==> config.mk <==
export PLATFORM = sky130hd
export DESIGN_NAME = adder_ring_counter_flat
export DESIGN_NICKNAME = d
export VERILOG_FILES = /design/src/rtl/adder_ring_counter_pkg.sv /design/src/rtl/adder_ring_counter_if.sv /design/src/rtl/adder_ring_counter_ring_sync_edge.sv /design/src/rtl/adder_ring_counter.sv /design/src/flat_wrapper.sv
export SDC_FILE = /design/constraint.sdc
export NUM_CORES = 1
export LEC_CHECK = 0
export BUFFER_PORTS_ARGS = -buffer_cell sky130_fd_sc_hd__buf_4
export CAP_MARGIN = 10
export CORE_MARGIN = 5
export CORE_UTILIZATION = 63
export CTS_CLUSTER_DIAMETER = 200
export CTS_CLUSTER_SIZE = 24
export DETAILED_ROUTE_END_ITERATION = 8
export PLACE_DENSITY = 0.92
export SYNTH_ARGS = -nofsm -noshare
export SYNTH_HDL_FRONTEND = slang
export SYNTH_SLANG_ARGS = --single-unit
==> constraint.sdc <==
create_clock -name wb_clk_i -period 5.1 [get_ports wb_clk_i]
set_clock_uncertainty 0.1 [all_clocks]
set_input_delay 0.255 -clock wb_clk_i [delete_from_list [all_inputs] [get_ports wb_clk_i]]
set_output_delay 0.255 -clock wb_clk_i [all_outputs]
set_load 0.02 [all_outputs]
==> src/rtl/adder_ring_counter_pkg.sv <==
// Shared types and default widths for the adder ring-oscillator measurement stage.
package adder_ring_pkg;

    localparam int unsigned DEFAULT_COUNT_W = 32;
    localparam int unsigned DEFAULT_WIN_W   = 32;

    typedef enum logic [1:0] {
        IDLE  = 2'd0,
        COUNT = 2'd1,
        DONE  = 2'd2
    } state_t;

endpackage

==> src/rtl/adder_ring_counter_if.sv <==
// LA control/status bundle: start and window length in, measurement result out.
interface adder_ring_counter_if
    import adder_ring_pkg::*;
#(
    parameter int unsigned COUNT_W = DEFAULT_COUNT_W,
    parameter int unsigned WIN_W   = DEFAULT_WIN_W
);

    logic               start;
    logic [WIN_W-1:0]   window_cycles;
    logic               busy;
    logic               done;
    logic [COUNT_W-1:0] count;
    logic               overflow;

    modport master (
        output start, window_cycles,
        input  busy, done, count, overflow
    );

    modport slave (
        input  start, window_cycles,
        output busy, done, count, overflow
    );

endinterface

==> src/rtl/adder_ring_counter_ring_sync_edge.sv <==
// Two-flop synchroniser for an asynchronous ring tap with rising-edge detection.
module ring_sync_edge (
    input  logic clk,
    input  logic rst,
    input  logic ring_in,
    output logic ring_edge
);

    logic s1;
    logic s2;
    logic s3;

    // Synchronise the ring and keep one cycle of history for the edge compare.
    always_ff @(posedge clk or posedge rst) begin
        if (rst) begin
            s1 <= 1'b0;
            s2 <= 1'b0;
            s3 <= 1'b0;
        end else begin
            s1 <= ring_in;
            s2 <= s1;
            s3 <= s2;
        end
    end

    assign ring_edge = s2 & ~s3;

endmodule

==> src/rtl/adder_ring_counter.sv <==
// Counts rising edges of the adder ring output over a programmable clock window.
module adder_ring_counter
    import adder_ring_pkg::*;
#(
    parameter int unsigned COUNT_W = DEFAULT_COUNT_W,
    parameter int unsigned WIN_W   = DEFAULT_WIN_W
) (
    input  logic                  wb_clk_i,
    input  logic                  wb_rst_i,
    input  logic                  ring_in,
    adder_ring_counter_if.slave   bus
);

    localparam logic [COUNT_W-1:0] ACC_MAX = '1;
    localparam logic [COUNT_W-1:0] ACC_ONE = COUNT_W'(1);
    localparam logic [WIN_W-1:0]   WIN_ONE = WIN_W'(1);

    state_t             state;
    logic [COUNT_W-1:0] acc;
    logic [COUNT_W-1:0] acc_next;
    logic               ovf_next;
    logic [WIN_W-1:0]   timer;
    logic               ring_edge;

    ring_sync_edge u_sync (
        .clk       (wb_clk_i),
        .rst       (wb_rst_i),
        .ring_in   (ring_in),
        .ring_edge (ring_edge)
    );

    // Saturating accumulate; the result also feeds count on the final cycle.
    always_comb begin
        acc_next = acc;
        ovf_next = bus.overflow;
        if (ring_edge) begin
            if (acc == ACC_MAX) begin
                ovf_next = 1'b1;
            end else begin
                acc_next = acc + ACC_ONE;
            end
        end
    end

    // Measurement FSM with registered status outputs.
    always_ff @(posedge wb_clk_i or posedge wb_rst_i) begin
        if (wb_rst_i) begin
            state        <= IDLE;
            bus.busy     <= 1'b0;
            bus.done     <= 1'b0;
            bus.count    <= '0;
            bus.overflow <= 1'b0;
            acc          <= '0;
            timer        <= '0;
        end else begin
            unique case (state)
                IDLE, DONE: begin
                    if (bus.start) begin
                        acc          <= '0;
                        bus.overflow <= 1'b0;
                        timer        <= bus.window_cycles;
                        if (bus.window_cycles == '0) begin
                            state     <= DONE;
                            bus.busy  <= 1'b0;
                            bus.done  <= 1'b1;
                            bus.count <= '0;
                        end else begin
                            state    <= COUNT;
                            bus.busy <= 1'b1;
                            bus.done <= 1'b0;
                        end
                    end
                end
                COUNT: begin
                    acc          <= acc_next;
                    bus.overflow <= ovf_next;
                    timer        <= timer - WIN_ONE;
                    if (timer == WIN_ONE) begin
                        state     <= DONE;
                        bus.busy  <= 1'b0;
                        bus.done  <= 1'b1;
                        bus.count <= acc_next;
                    end
                end
                default: begin
                    state    <= IDLE;
                    bus.busy <= 1'b0;
                    bus.done <= 1'b0;
                end
            endcase
        end
    end

endmodule

==> src/flat_wrapper.sv <==
// flat-port wrapper written by rule: the top's interface ports become plain ports
module adder_ring_counter_flat import adder_ring_pkg::*;
#(
    parameter int unsigned COUNT_W = DEFAULT_COUNT_W,
    parameter int unsigned WIN_W   = DEFAULT_WIN_W
)
  (wb_clk_i, wb_rst_i, ring_in, bus_start, bus_window_cycles, bus_busy, bus_done, bus_count, bus_overflow);
  adder_ring_counter_if #(.COUNT_W(COUNT_W), .WIN_W(WIN_W)) bus_i ();
  input  logic wb_clk_i;
  input  logic wb_rst_i;
  input  logic ring_in;
  input wire logic [$bits(bus_i.start)-1:0] bus_start;
  input wire logic [$bits(bus_i.window_cycles)-1:0] bus_window_cycles;
  output wire logic [$bits(bus_i.busy)-1:0] bus_busy;
  output wire logic [$bits(bus_i.done)-1:0] bus_done;
  output wire logic [$bits(bus_i.count)-1:0] bus_count;
  output wire logic [$bits(bus_i.overflow)-1:0] bus_overflow;
  assign bus_i.start = bus_start;
  assign bus_i.window_cycles = bus_window_cycles;
  assign bus_busy = bus_i.busy;
  assign bus_done = bus_i.done;
  assign bus_count = bus_i.count;
  assign bus_overflow = bus_i.overflow;
  adder_ring_counter #(.COUNT_W(COUNT_W), .WIN_W(WIN_W)) u_core (.wb_clk_i(wb_clk_i), .wb_rst_i(wb_rst_i), .ring_in(ring_in), .bus(bus_i));
endmodule
==> results, run 1 <==
- The startpoint kind of the worst setup timing path is a flop.
- Setup repair after global routing left no endpoint under its margin.
- Traced cell by cell, the critical path runs through nor2b_4 > buf_4 > nand2_1 > nor3_1 > nor3_1 > a211oi_1.
- Across the VDD grid, the largest voltage drop is 225 uV.
- The count of buffers added on input and output ports is 70.
- The final-report hold violation count is 0.
- Detailed placement finished with a half-perimeter wire length of 10400 microns.
- The die area is 11100 sq um.
- The total global-route track usage is 27.3%.
- The post-detailed-route via-to-cell ratio is 6.71.
- In the post-synthesis netlist, the biggest area contributors are sky130_fd_sc_hd__dfrtp_1, sky130_fd_sc_hd__nand2_1, sky130_fd_sc_hd__o21ai_0.
- The leakage power is 2.72 nW.
- The clock edge transition at the registers on the reported setup and hold paths is 0.11 ns.
- The class of the tightest hold or removal check is input port to flop.
- The number of maximum-capacitance violations is 0.
- The initial antenna violation count is 0.
- The critical path is of the flop to flop type.
- The number of global-route vias before repair is 5246.
- The post-CTS setup buffer count is 0.
- The count of nets left with antenna violations once routing finished came out at 0.
- The post-route fraction of the period consumed by the critical path is 59.3%.
- The maximum level of the CTS H-tree is 3.
- Counting flops with an async set or reset pin after synthesis yields a share of 100%.
- The final route contains 5408 vias.
- After detailed routing, the number of remaining DRC violations is 0.
- The share of synthesized area occupied by flip-flops and latches is 44.7%.
- The largest net degree at the start of global routing is 57.
- The die boundary width is 105 microns.
- The total number of clock tree sinks is 102.
- The worst-path cell with the longest stage delay is sky130_fd_sc_hd__dfrtp_1.
- The first-pass GRT wire length is 25100 microns.
- The number of warnings issued by yosys is 0.
- The mapped netlist covers 5710 sq um.
- Headroom to the max-slew limit came out at 34.5%.
- No sink is reached through more buffers than the 2 on the longest clock path.
- The power density normalized to cell area is 321 nW/um^2.
- The nature of the critical path endpoint is a flop.
- In this design, the stage delay of the slowest critical-path cell is 0.75 ns.
- The family with the most delay on the worst path is simple AND/OR/NAND/NOR gates.
- The critical path arrival is 3.20 ns.
- The number of nets in the final layout is 732.
- The final-report max-slew violation count is 0.
- The finished cells cover 6490 sq um.
- The area fraction of the dominant cell type after synthesis is 44.7%.
- From synthesis to final layout, the design area changed by 13.6%.
- After detailed routing, the total wire length is 15200 microns.
- Counting flops with a built-in enable in the synthesized netlist gives 0.
- The final weighted congestion in routability-driven placement is 0.899.
- The I/O pin count is 71.
- The standard-cell row count is 34.
- In the synthesized netlist the dominant register cell turns out to be sky130_fd_sc_hd__dfrtp_1.
- The most prevalent standard cell on the critical path is sky130_fd_sc_hd__nor3_1.
- The number of buffers and inverters on the critical path is 1.
- The standard cell area after detailed placement is 6260 sq um.
- Data on the critical path is required at its endpoint by 5.28 ns.
- The flow ran to the end, and the final reports show no timing, DRC or antenna violations.
- The clock tree root driver cell is sky130_fd_sc_hd__clkbuf_8.
- In this run the mean area of a mapped cell was 8.87 sq um.
- The netlist uses 66 different library cells.
- Once the floorplan was initialized, standard cells occupied 65.1% of the core.
- The biggest area consumer among synthesized cells is sky130_fd_sc_hd__dfrtp_1.
- Synthesis inferred 102 register bits.
- The largest registers in the layout are u_core.acc (32), u_core.bus.count (32), u_core.timer (32).
- The die is 105 microns tall.
- The largest fanout of any net on the critical path is 46.
- The worst path needs 3.02 ns of the cycle, external delays included.
- The fraction of final layout cells sized beyond drive strength 1 is 18.5%.
- The floorplan core area is 8760 sq um.
- Adding up every negative setup slack in the final design gives 0 ns.
- Setup violations remaining at the end of the flow were counted as 0.
- The final antenna diode count is 0.
- The number of instances in the synthesized netlist is 644.
- The insertion delay to the later sink of the worst-skew pair is 0.38 ns.
- The number of nets handed over by synthesis was 683.
- The first TritonRoute pass finished after 5 iterations.
- Dividing the detail-routed wire length by the instance count gives 18.8 microns.
- The transition time at the pin with the least slew margin is 0.982 ns.
- For this block, the initial DRC count from the detailed router was 551.
- The number of clock buffers inserted by TritonCTS is 9.
- TritonCTS built the clock tree.
- Based on the critical path, the design can be clocked at up to 0.331 GHz.
- Summed over all layers, the global routing overflow is 0.
[per-stage QoR]
| stage | setup WS, ns | std cells | util, % | hold slack (ns) | total power, W |
|---|---|---|---|---|---|
| floorplan | 2.07 | 644 | - | 0.186 | 0.00142 |
| global placement | 2.37 | 786 | 71.4 | 0.234 | 0.00153 |
| detailed placement | 2.21 | 786 | 71.4 | 0.235 | 0.00157 |
| CTS | 2.15 | 806 | 74.0 | 0.00347 | 0.00207 |
| global route | 1.88 | 806 | 74.0 | 0.0167 | 0.00219 |
| finish | 2.08 | 806 | 74.0 | 0.0146 | 0.00208 |
[synth_stat cells, types with 3 or more instances]
cell,number
sky130_fd_sc_hd__dfrtp_1,102
sky130_fd_sc_hd__nand2_1,89
sky130_fd_sc_hd__nor2_1,50
sky130_fd_sc_hd__o21ai_0,39
sky130_fd_sc_hd__clkbuf_1,32
sky130_fd_sc_hd__a21oi_1,29
sky130_fd_sc_hd__o21ai_1,25
sky130_fd_sc_hd__a31oi_1,22
sky130_fd_sc_hd__nor3_1,20
sky130_fd_sc_hd__xor2_1,20
sky130_fd_sc_hd__nand3_1,18
sky130_fd_sc_hd__nand4_1,18
sky130_fd_sc_hd__nor4_1,13
sky130_fd_sc_hd__and3_1,11
sky130_fd_sc_hd__xnor2_1,11
sky130_fd_sc_hd__and4_1,10
sky130_fd_sc_hd__o21ai_2,10
sky130_fd_sc_hd__buf_2,9
sky130_fd_sc_hd__inv_1,9
sky130_fd_sc_hd__nand2b_1,8
sky130_fd_sc_hd__o22ai_1,8
sky130_fd_sc_hd__a211oi_1,7
sky130_fd_sc_hd__a41oi_1,6
sky130_fd_sc_hd__a311oi_1,5
sky130_fd_sc_hd__mux2i_1,5
sky130_fd_sc_hd__nor2b_1,5
sky130_fd_sc_hd__o31ai_1,5
sky130_fd_sc_hd__buf_1,3
sky130_fd_sc_hd__ha_1,3
sky130_fd_sc_hd__o32ai_1,3
sky130_fd_sc_hd__or3_1,3
[worst min-delay path, stage by stage]
cell                       delay [ns]
sky130_fd_sc_hd__buf_4           0.09
sky130_fd_sc_hd__nand2_1         0.04
sky130_fd_sc_hd__o311ai_0        0.07
[final timing paths]
path	to	slack, ns	startpoint	cells past startpoint
worst max-delay path	u_core.timer[13]	2.08	u_core.state[0]	6
worst min-delay path	u_core.timer[17]	0.01	bus_window_cycles[17]	3
worst max register to register	u_core.timer[13]	2.08	u_core.state[0]	6
worst min register to register	u_core.u_sync.s2	0.26	u_core.u_sync.s1	0
max in group asynchronous	u_core.acc[23]	3.37	wb_rst_i	4
min in group asynchronous	u_core.timer[8]	0.39	wb_rst_i	3
[power breakdown]
group	switching [W]	internal (W)
Sequential	0.000192	0.000941
Clock	0.000315	0.000189
Combinational	0.000249	0.000192
Total	0.000756	0.00132
[metal layers]
layer  up-vias  share of wire (%)  GRT usage [%]
met5         -                  0              0
met4         0                3.5           11.8
met3        56                8.5           4.69
met2       314                 50           47.1
met1      2575                 38           33.7
li1       2463                  -              -
[logic make-up (layout without fill, tap and decap cells)]
kind of cell / count (synthesis) / count (layout) / synth area share (%)
AOI/OAI and AO/OA: 175 / 175 / 19.3
xor gates and xnor gates: 31 / 31 / 4.76
buffers and inverters: 54 / 108 / 3.88
and+or+nand+nor: 273 / 273 / 25.6
muxes: 6 / 6 / 1.07
DFF: 102 / 102 / 44.7
adders and majority gates: 3 / 3 / 0.658
[layout by cell type (no fill, tap or decap), drive strengths merged, types with 3 or more instances in the layout]
cell type,n
a31oi,22
nand2,90
o31ai,6
nor2b,5
nor3b,3
a211oi,8
buf,79
inv,14
o21ai,74
dfrtp,102
dlygate4sd3,4
o32ai,3
a311oi,5
a41oi,6
a21oi,29
xnor2,11
ha,3
o22ai,8
mux2i,5
nand4,18
xor2,20
or4,4
and4,10
or4b,3
nor2,51
nand3,18
nor4,17
and3,11
nor3,22
nand2b,8
clkbuf,9
or3,5
[cell type report]
class / count / area (sq um)
flip-flops and latches: 102 / 2550
well taps: 108 / 135
multi-input cells: 488 / 2940
repair buffers: 83 / 633
clock inverters: 7 / 62.6
inverters: 9 / 36.3
clock buffers: 9 / 124
fillers: 623 / 2280
[repair_timing]
action / CTS / global route
endpoints found under the hold margin: 49 / 0
endpoints found under the setup margin: 0 / 0
hold buffers: 4 / 0
resized for setup: 0 / 0
No activity file was read; power rests on OpenSTA's default activity.
==> run 2, diff against run 1 <==
--- a/config.mk
+++ b/config.mk
@@ -5,14 +5,15 @@
 export SDC_FILE = /design/constraint.sdc
 export NUM_CORES = 1
 export LEC_CHECK = 0
+export ABC_AREA = 1
 export BUFFER_PORTS_ARGS = -buffer_cell sky130_fd_sc_hd__buf_4
 export CAP_MARGIN = 10
 export CORE_MARGIN = 5
-export CORE_UTILIZATION = 63
+export CORE_UTILIZATION = 54
 export CTS_CLUSTER_DIAMETER = 200
 export CTS_CLUSTER_SIZE = 24
 export DETAILED_ROUTE_END_ITERATION = 8
-export PLACE_DENSITY = 0.92
+export PLACE_DENSITY = 0.83
 export SYNTH_ARGS = -nofsm -noshare
 export SYNTH_HDL_FRONTEND = slang
 export SYNTH_SLANG_ARGS = --single-unit
==> constraint.sdc (replaced) <==
create_clock -name wb_clk_i -period 2.76 [get_ports wb_clk_i]
set_clock_uncertainty 0.1 [all_clocks]
set_input_delay 0.138 -clock wb_clk_i [delete_from_list [all_inputs] [get_ports wb_clk_i]]
set_output_delay 0.138 -clock wb_clk_i [all_outputs]
set_load 0.02 [all_outputs]
==> run 2 against run 1 <==
Design area grew 15%. Global-route usage is 1.8 points lower. Via count rose by 19%.
==> results, run 2 <==
- The floorplan core area is 11500 sq um (+31%).
- The critical path arrival is 2.47 ns (-0.73 ns).
- The final design instance area without fill is 7490 sq um (+15%).
- The total of endpoints with negative setup slack in the final report is 0 (unchanged).
- The fraction of final layout cells sized beyond drive strength 1 is 12.3% (-6.2 points).
- In this run the critical register-to-register path is captured at u_core.bus.count[11].
- The post-detailed-route via-to-cell ratio is 5.56 (-17%).
- The number of maximum-capacitance violations is 0 (unchanged).
- The CTS tree is done.
- The switching power total came to 0.000671 W (-11%).
- The first-pass GRT wire length is 29600 microns (+18%).
- The post-synthesis average cell area is 6.85 sq um (-23%).
- The standard-cell row count came to 39 (+15%).
- The effective utilization at floorplan came to 55.4% (-9.8 points).
- The number of enable-type register cells in the synthesized netlist is 0 (unchanged).
- The detailed placement HPWL is 13000 microns (+25%).
- The type of the setup path with the least slack is flop to flop.
- The insertion delay to the later sink of the worst-skew pair is 0.36 ns (-0.02 ns).
- The internal power is 0.00224 W (+69%).
- The timing-limited maximum frequency is 0.437 GHz (+32%).
- The initial antenna violation count came to 0 (unchanged).
- The register-to-register setup slack is 0.47 ns (-1.61 ns).
- The number of design rule violations left after detail routing is 0 (unchanged).
- The flow ran to the end, and the final reports show no timing, DRC or antenna violations.
- The number of nets in the final layout is 1046 (+43%).
- The share of power burned in registers is 52.1% (-2.4 points).
- The post-route fraction of the period consumed by the critical path is 83.0% (+24 points).
- The tightest min-delay check is of the input port to flop type.
- The share of synthesized registers carrying an async set or reset is 100% (unchanged).
- The switching power share of the total is 23.1% (-13 points).
- The number of warnings issued by yosys is 0 (unchanged).
- The post-route setup TNS came to 0 ns (unchanged).
- The synthesis-stage register bit count came to 102 (unchanged).
- The peak supply drop is 578 uV (+160%).
- The largest registers in the layout are u_core.acc (32), u_core.bus.count (32), u_core.timer (32).
- The startpoint kind of the worst setup timing path is a flop.
- The total via count in the routed design was 6426 (+19%).
- The I/O pin count is 71 (unchanged).
- The part of the total power dissipated in the clock network was 42.5% (+18 points).
- Setup repair after global routing left no endpoint under its margin.
- The share of synthesized area occupied by flip-flops and latches is 40.2% (-4.5 points).
- The die outline height was 118 microns (+13%).
- The net count after synthesis is 966 (+41%).
- The buffer levels on the longest clock path is 2 (unchanged).
- The total number of clock tree sinks is 102 (unchanged).
- The die boundary width was 118 microns (+13%).
- The residual overflow from global routing is 0 (unchanged).
- The largest net degree at the start of global routing is 61 (+7.0%).
- The startpoint identified for the worst register-to-register timing path is u_core.acc[1].
- The maximum level of the CTS H-tree was 3 (unchanged).
- The final-report hold violation count came to 0 (unchanged).
- The area of the mapped netlist is 6350 sq um (+11%).
- The initial DRC count is 506 (-8.2%).
- The count of TritonRoute iterations in the first routing pass is 5 (unchanged).
- The library cells used most frequently in the layout, excluding fill and tap cells, are sky130_fd_sc_hd__nand2_1, sky130_fd_sc_hd__nor2_1, sky130_fd_sc_hd__dfrtp_1.
- The depth of the most critical reg-to-reg path is 9 (+3).
- The library cell with the highest instance count after synthesis is sky130_fd_sc_hd__nand2_1.
- The power density normalized to cell area is 388 nW/um^2 (+21%).
- The leakage power is 4.00 nW (+47%).
- The number of unique standard cell types used by synthesis is 35 (-47%).
- The count of port buffers added during placement is 70 (unchanged).
- Sorting the synthesized cells by area gives the leading types as sky130_fd_sc_hd__dfrtp_1, sky130_fd_sc_hd__nand2_1, sky130_fd_sc_hd__nor2_1.
- The post-CTS setup buffer count is 0 (unchanged).
- The number of cells upsized or downsized after cts is 0 (unchanged).
- The total global-route track usage is 25.5% (-1.8 points).
- The final antenna diode count is 0 (unchanged).
- The final total power is 0.00291 W (+40%).
- Clock tree synthesis selected as its root buffer the cell sky130_fd_sc_hd__clkbuf_16.
- The worst setup path is captured at a flop.
- The clock edge transition at the registers on the reported setup and hold paths was 0.07 ns (-0.04 ns).
- The transition time at the pin with the least slew margin is 0.622 ns (-0.361 ns).
- The standard cell area after detailed placement was 6990 sq um (+12%).
- The post-detailed-route wirelength per cell is 15.4 microns (-18%).
- The final-report max-slew violation count was 0 (unchanged).
- In this run the most critical hold path is launched from bus_window_cycles[23].
- The number of global-route vias before repair came to 6230 (+19%).
- The final-layout worst hold slack came to 0.00548 ns (-0.00912 ns).
- The instance count along the most critical hold path is 5 (+2).
- The die area was 14000 sq um (+27%).
- The total wire length is 17800 microns (+17%).
- The required time of the worst setup path is 2.94 ns (-2.34 ns).
- The share of total power in combinational logic is 5.4% (-16 points).
- The area fraction of the dominant cell type after synthesis is 40.2% (-4.5 points).
- The worst min-delay path endpoint is u_core.timer[23].
- The final weighted congestion in routability-driven placement is 0.974 (+8.3%).
- The worst slew margin relative to its limit is 58.6% (+24 points).
- The number of clock buffers inserted by TritonCTS is 9 (unchanged).
- Among all flip-flop cells after synthesis, the most frequent one is sky130_fd_sc_hd__dfrtp_1.
- The number of instances in the synthesized netlist is 927 (+44%).
- The layout overhead on the synthesized area is 18.0%.
- The post-detailed-route count of antenna-violating nets is 0 (unchanged).
- The final critical delay including setup and external delays is 2.29 ns (-0.733 ns).
- In the synthesized netlist, the cells that appear most often are sky130_fd_sc_hd__nand2_1, sky130_fd_sc_hd__nor2_1, sky130_fd_sc_hd__dfrtp_1, sky130_fd_sc_hd__nand3_1, sky130_fd_sc_hd__inv_1.
- The largest fanout of any net on the critical path is 20 (-57%).
- The largest total area in the synthesized netlist belongs to sky130_fd_sc_hd__dfrtp_1.
- The most frequent standard cell in the layout excluding fill and tap cells is sky130_fd_sc_hd__nand2_1.
- The post-route core utilization is 65.3% (-8.7 points).
[run 2: cell count changes after synthesis, sizes merged, moves of 11 or more]
cell / previous run / this run
nor2: 51 / 151
clkbuf: 32 / 17
nor3: 22 / 10
a21oi: 29 / 16
nor4: 17 / 0
nand3: 18 / 99
a31oi: 22 / 0
inv: 9 / 83
nand2: 90 / 265
o21ai: 74 / 91
and3: 11 / 0
[run 2: how the worst max path moves through the flow]
stage,from,to,slack (ns),depth (start not counted)
after floorplan,u_core.acc[0],u_core.acc[19],1.01,11
after global placement,u_core.timer[18],u_core.bus.count[29],0.57,10
after detailed placement,u_core.acc[1],u_core.bus.count[4],0.54,11
after CTS,u_core.timer[18],u_core.bus.count[10],0.52,10
after global routing,u_core.acc[1],u_core.bus.count[7],0.26,11
final,u_core.acc[1],u_core.bus.count[11],0.47,9
[run 2: worst max-delay path, cell delays in order, from the launching register on]
cell and delay [ns]:
sky130_fd_sc_hd__dfrtp_1 0.40, sky130_fd_sc_hd__ha_1 0.23, sky130_fd_sc_hd__nand2_1 0.09, sky130_fd_sc_hd__nor2_2 0.13, sky130_fd_sc_hd__nand2_2 0.12, sky130_fd_sc_hd__nor2_4 0.19, sky130_fd_sc_hd__nand3_2 0.41, sky130_fd_sc_hd__nand3_1 0.23
sky130_fd_sc_hd__nand3_1 0.15, sky130_fd_sc_hd__o21ai_1 0.15
[run 2: final cells by class]
class	count	area [sq um]
clock inverter	4	31.3
clock buffer	12	256
timing repair buffer	103	838
multi-input combinational	707	3310
tap	143	179
inverter	84	322
sequential	102	2550
fill	1003	3980
[run 2: routing by layer]
| layer | vias up | wire length [microns] | GRT usage [%] |
|---|---|---|---|
| met4 | 0 | 605 | 10.3 |
| met3 | 42 | 1040 | 5.06 |
| li1 | 3189 | - | - |
| met5 | - | 0 | 0 |
| met1 | 2973 | 7100 | 30.8 |
| met2 | 222 | 9020 | 44.7 |
[run 2: power groups by stage]
stage	registers [W]	clock network [W]	logic [W]
after floorplan	0.00154	0	0.0000614
after global placement	0.00154	0	0.000132
after detailed placement	0.00154	0	0.000134
after CTS	0.00151	0.00125	0.000157
after global routing	0.00152	0.00132	0.000174
final	0.00152	0.00124	0.000157
[run 2: timing repair]
item	4_1_cts	5_1_grt
hold endpoints to repair	34	0
hold buffers	21	0
setup endpoints to repair	0	0
[run 2: cell families after synthesis]
| family | synth area share, % |
|---|---|
| and+or+nand+nor | 37.6 |
| AOI/OAI and AO/OA | 11.2 |
| buffers and inverters | 7.77 |
| DFF | 40.2 |
| xor gates and xnor gates | 2.62 |
| adders and majority gates | 0.591 |
[run 2: per-stage QoR]
step	setup slack, ns	cells
floorplan	1.01	927
global placement	0.569	1118
detailed placement	0.535	1118
CTS	0.518	1155
global route	0.260	1155
finish	0.470	1155
